--- src/rtl/adder8_operand_feeder.sv ---
// adder8_operand_feeder: pairs consecutive input bytes (A then B) into a 2-entry operand FIFO for the adder.
// Latency: a pair pushed at edge N is visible on op_a/op_b/op_valid in the cycle after edge N; no bypass path.
// Backpressure: in_ready drops only while waiting for B with the FIFO full and no pop in the same cycle.
//
// Ports:
//   clk, rst                  system clock; asynchronous active-high reset
//   in_data/in_valid/in_ready operand byte stream from ui_in
//   op_a/op_b/op_valid/op_ready  FIFO head pair towards the adder
//   fifo_level                pairs buffered (0..2)
//   pair_count                pairs pushed since reset, wraps at 256
//   timeout_err               one-cycle pulse when a lone A is discarded
// Optional feature: define ADDER8_FEEDER_TIMEOUT_EN to discard an A that waits
// TIMEOUT_CYCLES cycles for its B. Without it, WAIT_B waits forever and
// timeout_err is tied low.

module adder8_operand_feeder #(
  parameter int FIFO_DEPTH     = 2,
  parameter int TIMEOUT_CYCLES = 16
) (
  input  logic       clk,
  input  logic       rst,
  input  logic [7:0] in_data,
  input  logic       in_valid,
  output logic       in_ready,
  output logic [7:0] op_a,
  output logic [7:0] op_b,
  output logic       op_valid,
  input  logic       op_ready,
  output logic [1:0] fifo_level,
  output logic [7:0] pair_count,
  output logic       timeout_err
);

  typedef enum logic {WAIT_A = 1'b0, WAIT_B = 1'b1} phase_t;

  localparam logic [1:0] FULL_LEVEL = 2'(FIFO_DEPTH);

  // Catch an out-of-range timeout at elaboration time.
  if (TIMEOUT_CYCLES < 1 || TIMEOUT_CYCLES > 255) begin : g_bad_timeout
    $error("adder8_operand_feeder: TIMEOUT_CYCLES must be 1..255");
  end

  phase_t     phase;
  logic [7:0] a_reg;
  logic [7:0] slot_a [2];
  logic [7:0] slot_b [2];
  logic       rd_ptr;
  logic [1:0] level;

  logic       pop;
  logic       xfer;
  logic       push;
  logic       wr_idx;
  logic       expire;

  assign op_valid   = (level != 2'd0);
  assign fifo_level = level;
  assign op_a       = op_valid ? slot_a[rd_ptr] : 8'd0;
  assign op_b       = op_valid ? slot_b[rd_ptr] : 8'd0;

  assign pop      = op_valid && op_ready;
  // A full FIFO can still take B when the head leaves in the same cycle.
  assign in_ready = (phase == WAIT_A) || (level != FULL_LEVEL) || pop;
  assign xfer     = in_valid && in_ready;
  assign push     = xfer && (phase == WAIT_B);
  // Tail slot: rd_ptr+level mod 2. At level 2 with a pop this lands on the freed head slot.
  assign wr_idx   = rd_ptr ^ level[0];

`ifdef ADDER8_FEEDER_TIMEOUT_EN
  logic [7:0] tcnt;

  // A B transfer in the expiry cycle wins, hence the !xfer term.
  assign expire = (phase == WAIT_B) && !xfer && (tcnt == 8'(TIMEOUT_CYCLES - 1));

  always_ff @(posedge clk or posedge rst) begin
    if (rst) begin
      tcnt        <= 8'd0;
      timeout_err <= 1'b0;
    end else begin
      timeout_err <= expire;
      if (phase == WAIT_A || xfer || expire) begin
        tcnt <= 8'd0;
      end else begin
        tcnt <= tcnt + 8'd1;
      end
    end
  end
`else
  assign expire      = 1'b0;
  assign timeout_err = 1'b0;
`endif

  always_ff @(posedge clk or posedge rst) begin
    if (rst) begin
      phase      <= WAIT_A;
      a_reg      <= 8'd0;
      slot_a[0]  <= 8'd0;
      slot_a[1]  <= 8'd0;
      slot_b[0]  <= 8'd0;
      slot_b[1]  <= 8'd0;
      rd_ptr     <= 1'b0;
      level      <= 2'd0;
      pair_count <= 8'd0;
    end else begin
      case (phase)
        WAIT_A: begin
          if (xfer) begin
            a_reg <= in_data;
            phase <= WAIT_B;
          end
        end
        WAIT_B: begin
          if (xfer || expire) begin
            phase <= WAIT_A;
          end
        end
        default: phase <= WAIT_A;
      endcase

      if (push) begin
        slot_a[wr_idx] <= a_reg;
        slot_b[wr_idx] <= in_data;
        pair_count     <= pair_count + 8'd1;
      end

      if (pop) begin
        rd_ptr <= ~rd_ptr;
      end

      if (push && !pop) begin
        level <= level + 2'd1;
      end else if (pop && !push) begin
        level <= level - 2'd1;
      end
    end
  end

endmodule

--- config.mk ---
export PLATFORM = sky130hd
export DESIGN_NAME = adder8_operand_feeder
export DESIGN_NICKNAME = d
export VERILOG_FILES = /design/src/rtl/adder8_operand_feeder.sv
export SDC_FILE = /design/constraint.sdc
export NUM_CORES = 1
export LEC_CHECK = 0
export BUFFER_PORTS_ARGS = -buffer_cell sky130_fd_sc_hd__buf_2
export CORE_MARGIN = 1
export CORE_UTILIZATION = 50
export DETAILED_ROUTE_END_ITERATION = 10
export PLACE_DENSITY = 0.82
export SKIP_CTS_REPAIR_TIMING = 1
export SYNTH_ARGS = -nofsm -noshare
export SYNTH_HDL_FRONTEND = slang
export SYNTH_SLANG_ARGS = --single-unit
export TNS_END_PERCENT = 20
--- constraint.sdc ---
create_clock -name clk -period 3.6 [get_ports clk]
set_clock_uncertainty 0.2 [all_clocks]
set_input_delay 0.54 -clock clk [delete_from_list [all_inputs] [get_ports clk]]
set_output_delay 0.54 -clock clk [all_outputs]
set_load 0.02 [all_outputs]
# Word-level counts from Yosys, hierarchy flattened
# Index checks and enable logic that the tools add are counted.
totals:
  output_inout_bits: 29
  wordCells: 51
  register_bits: 52
  inputBits: 12
op_classes:
  n_addsub: 3
  muxes: 17
  eq_ne: 1
  reduce_logical: 13
  magnitude_cmp: 3
  bitwise_logic: 5
op_table:
  columns: ["operator", "n"]
  rows:
  - ["2-to-1 mux 8 bit", 9]
  - ["bitwise mux 16 bit", 2]
  - ["adder 8 x 1 -> 8 bit, second input constant", 1]
  - ["demux 8 bit (select 1 bit)", 1]
  - ["logical AND 1 bit", 6]
  - [">= comparator 2 bit, second input constant", 2]
  - ["2-to-1 mux 2 bit", 2]
  - ["inverter 1 -> 2 bit", 2]
  - ["nonzero test 2 bit", 2]
  - ["adder 2 x 1 -> 2 bit, second input constant", 1]
  - ["logical NOT 1 bit", 2]
  - ["logical OR 1 bit", 2]
  - ["less-than comparator 2 x 1 -> 1 bit, second input constant", 1]
  - ["2-to-1 mux 1 bit", 2]
  - ["!= test 2 bit, second input constant", 1]
  - ["inverter 1 bit", 2]
  - ["case mux 1 bit (2 select lines)", 1]
  - ["AND reduction 2 bit", 1]
  - ["subtractor 2 x 1 -> 2 bit, second input constant", 1]
  - ["XOR 1 bit", 1]

# Logic depth before layout (Yosys ltp)
depth:
  depth_word: 9
  ltp_mapped: 10
  ltp_nobuf: 8

# Least setup slack after synthesis
# OpenSTA, ideal clock, no wires.
synth_path:
  kind: "register to register"
  startpoint: "register level[0] (netlist: fifo_level[0])"
  endpoint: "register slot_a[4] (netlist name)"
  required_ns: 3.275
  arrival_time_ns: 2.642
  path_slack_ns: 0.633
  path_stages_with_launch: 9
  synth_period_minus_slack_ns: 2.967
  n_path_buf: 3
  cell_sequence: "dfrtp_1 buf_6 or4b_2 and2_1 ha_1 buf_2 nand2_1 buf_4 mux2_2"
synth_between:
  word_cells_on_any_way: 15
  classes_between: "2 x order compare; 1 x eq/ne; 3 x mux; 2 x bitwise; 7 x reduce/logical"
synth_lines:
  columns: ["element", "line_no", "rtl"]
  rows:
  - ["start, declared", "48", "logic [1:0] level;"]
  - ["start signal, assigned", "131", "level <= level + 2'd1;"]
  - ["start signal, assigned", "133", "level <= level - 2'd1;"]
  - ["!= test 2 bit / nonzero test 2 bit (equally long branches)", "63, 56", null]
  - ["logical OR 1 bit / logical AND 1 bit (equally long branches)", "63, 61", null]
  - ["logical OR 1 bit *", "63", "assign in_ready = (phase == WAIT_A) || (level != FULL_LEVEL) || pop;"]
  - ["named net in_ready", "24", "output logic in_ready,"]
  - ["logical AND 1 bit *", "64", "assign xfer = in_valid && in_ready;"]
  - ["logical AND 1 bit *", "65", "assign push = xfer && (phase == WAIT_B);"]
  - ["named net push", "52", "logic push;"]
  - ["end signal, assigned by index", "121", "slot_a[wr_idx] <= a_reg;"]
  - ["end, declared", "45", "logic [7:0] slot_a [2];"]
# The timed path passes the listed nets; every way through them passes the cells marked *.
# A chain may end at the register's enable or synchronous reset.

# Worst setup path after layout
layout_path:
  startpoint: "register level[0] (netlist: fifo_level[0])"
  endpoint: "register slot_b[11] (netlist name)"
layout_between:
  word_cells_on_any_way: 15
  classes_between: "2 x order compare; 1 x eq/ne; 3 x mux; 2 x bitwise; 7 x reduce/logical"
layout_lines:
  columns: ["element", "line_no", "rtl"]
  rows:
  - ["!= test 2 bit / nonzero test 2 bit (equally long branches)", "63, 56", null]
  - ["logical OR 1 bit / logical AND 1 bit (equally long branches)", "63, 61", null]
  - ["logical OR 1 bit *", "63", null]
  - ["logical AND 1 bit *", "64", null]
  - ["logical AND 1 bit *", "65", null]
  - ["named net push", "52", null]
  - ["end signal, assigned by index", "122", "slot_b[wr_idx] <= in_data;"]
  - ["end, declared", "46", "logic [7:0] slot_b [2];"]
# Marks and branches as above.

==> summary.txt <==
met1 Use GR: 23.2%
Synth Warn #: 0
Post-Place Worst Slack: 680 ps
syn nets: 189
RSZ-0062 raised after global routing: false
final worst path period share: 77.7%
Via density: 5.19
Slew HR: 31.2%
Min-Delay Path Class: in2async
Logic pwr share: 45.0%
setup violators final: 0
Worst VDD drop: 0.685 mV
Period minus WS final: 2800 ps
post-synth cell types: 21
initial antenna violation count: 0
failing checks: design-rule violations
crit-path max FO: 16
Worst EP required: 3600 ps
routed wire length: 3850 um
CP max stage delay: 700 ps
CTS max path bufs: 2
clock share of power: 18.5%
Pwr Total: 2.94 mW
reg2reg end: slot_b[11]$_DFFE_PP0P_
grt peak-use layer: met2
R2R setup slack: 800 ps
I/O pin total: 41
Max Slew Vio Count: 0
FF+latch count, synth: 52
final core utilization: 61.3%
Worst R2R Start: fifo_level[0]$_DFFE_PP0P_
share of layout cells above drive strength 1: 43.9%
sequential share of the synthesized area: 55.3%
mean post-synth cell area: 13.6 sq um
GP Congestion: 0.734
Worst setup SP type: flip-flop
Regs by FF count: slot_a x16, slot_b x16
adder-cell share of the synthesized area: 2.13%
pwr/cell area: 1080 nW/um^2
Pre-Repair DR Iteration Count: 7
CP max-delay cell: or4b_2
MaxCap Viol Count: 0
first-pass GRT wire length: 6580 um
ANT cells: 0
core area: 4440 sq um
Die Area: 4990 sq um
Clock Latency Late Sink: 310 ps
ANT nets after route: 0
vias in the first global route: 1,358
FP Rows: 24
outcome: finished, violations left
mux cell area share after synthesis: 28.0%
mapped cell area: 2350 sq um
setup TNS: 0 ps
DRT iter0 DRCs: 49
main combinational cell family by area after synthesis: multiplexers
fraction of the mapped netlist area in simple logic gates: 5.69%
Worst Tran Pin Value: 1030 ps
GR Util met3: 4.42%
Residual DRC: 8
switch share: 36.4%
dpl hpwl: 2580 um
Final Hold Vio Count: 0
post-synthesis cell count: 173
Cell Chain, Critical Path: or4b_2, and2_1, ha_1, inv_1, or2_1, buf_4, mux2_2
Setup crit end: slot_b[11]$_DFFE_PP0P_
Static Leakage: 1.37 nW
routed len/inst: 14.5 um
P_sw: 1.07 mW
XOR/XNOR Fraction of Synth Area: 4.46%
CTS sink cnt: 52
GR Util met2: 26.3%
die width: 70.6 um
Initial Utilization: 53.0%
final instance area: 2730 sq um
Die H: 70.6 um
Int Pwr: 1.87 mW
Vias: 1,381
grt total ovfl: 0
Seq pwr share: 36.5%
CP Class: reg2reg
area post-placement: 2570 sq um
root buf cell: clkbuf_8
I/O Buffers: 39
Clock transition at path regs: 100 ps
Reg2Reg Depth: 7
Area Overhead vs Synth: 15.8%
WP data arrival: 2790 ps
TritonCTS clock tree: built
max frequency: 0.358 GHz
PnR worst setup slack: 804 ps
Compound-Gate Fraction of Synth Area: 0.213%
CTS Buf Count: 5
Setup crit end kind: flip-flop
layout net count: 229
Tot GR Track Use: 17.1%
H-Tree Level Count: 2
Setup crit start: fifo_level[0]$_DFFE_PP0P_
pin count of the biggest net entering global routing: 53
Fill cells: 357
[per-layer routing]
metal / routed length [um] / up-vias / share of wire, %
li1: - / 658 / -
met4: 56 / 0 / 1.5
met5: 0 / - / 0
met3: 176 / 4 / 4.6
met2: 1760 / 34 / 46
met1: 1850 / 685 / 48
[per-stage QoR]
step           instances  hold WS (ps)
2_1_floorplan        173           279
3_3_place_gp         258           254
3_5_place_dp         258           260
4_1_cts              266           274
5_1_grt              266           280
6_report             266           264
[kinds of logic after synthesis]
group                    after synthesis
AO/OA/AOI/OAI                          1
XOR/XNOR                              12
adder cells (fa/ha/maj)                4
buffers and inverters                 15
flip-flops                            52
multiplexers                          57
other                                  1
AND/OR/NAND/NOR                       31
[worst max-delay path: cells and delay by family, from the launching register on]
kind                     cells  cell delay (ps)
adder cells (fa/ha/maj)      1              280
buffers and inverters        2              360
flip-flops                   1              470
multiplexers                 1              370
AND/OR/NAND/NOR              3             1000
[cells in the mapped netlist]
library cell / number / area, sq um
dfrtp_1: 52 / 1300
mux2_2: 31 / 349
nor2_1: 20 / 75.1
mux2i_1: 16 / 160
mux2_4: 10 / 150
xor2_1: 7 / 61.3
inv_1: 5 / 18.8
nand2_1: 5 / 18.8
xnor2_1: 5 / 43.8
buf_6: 4 / 45.0
ha_1: 4 / 50.1
buf_2: 2 / 10.0
buf_4: 2 / 15.0
clkbuf_1: 2 / 7.51
nand4_1: 2 / 12.5
and2_1: 1 / 6.26
conb_1: 1 / 3.75
nor3_1: 1 / 5.00
o21ai_0: 1 / 5.00
or2_1: 1 / 6.26
or4b_2: 1 / 10.0
[cell type report]
type | count | area [sq um] | area share, %
clock buffer | 5 | 68.8 | 2.52
timing repair buffer | 43 | 225 | 8.26
sequential | 52 | 1300 | 47.7
clock inverter | 3 | 90.1 | 3.30
multi-input combinational | 106 | 957 | 35.1
tap | 52 | 65.1 | 2.39
inverter | 5 | 18.8 | 0.688
[power groups by stage]
| stage | sequential, mW | clock (mW) | combinational (mW) |
|---|---|---|---|
| finish | 1.07 | 0.543 | 1.32 |
| global route | 1.12 | 0.567 | 1.44 |
| CTS | 1.08 | 0.547 | 1.35 |
| detailed placement | 1.08 | 0 | 1.34 |
| global placement | 1.07 | 0 | 1.31 |
| floorplan | 1.07 | 0 | 1.03 |
[placed cells by master, fill, tap and decap left out]
cell type,instances
and2_1,1
buf_2,39
buf_4,4
bufinv_16,3
clkbuf_8,5
conb_1,1
dfrtp_1,52
ha_1,4
inv_1,4
inv_2,1
mux2_2,31
mux2_4,10
mux2i_1,16
nand2_1,5
nand4_1,2
nor2_1,20
nor3_1,1
o21ai_0,1
or2_1,1
or4b_2,1
xnor2_1,5
xor2_1,7
[worst min path at each step]
stage | slack, ps | cells past startpoint | to | start
floorplan | 280 | 1 | slot_a[15]$_DFFE_PP0P_ | slot_a[15]$_DFFE_PP0P_
global placement | 250 | 1 | pair_count[7]$_DFFE_PP0P_ | pair_count[7]$_DFFE_PP0P_
detailed placement | 260 | 1 | pair_count[7]$_DFFE_PP0P_ | pair_count[7]$_DFFE_PP0P_
CTS | 270 | 1 | pair_count[7]$_DFFE_PP0P_ | pair_count[7]$_DFFE_PP0P_
global route | 280 | 1 | pair_count[7]$_DFFE_PP0P_ | pair_count[7]$_DFFE_PP0P_
finish | 260 | 2 | pair_count[0]$_DFFE_PP0P_ | rst
Note: power is estimated with default switching activity, not from simulation.
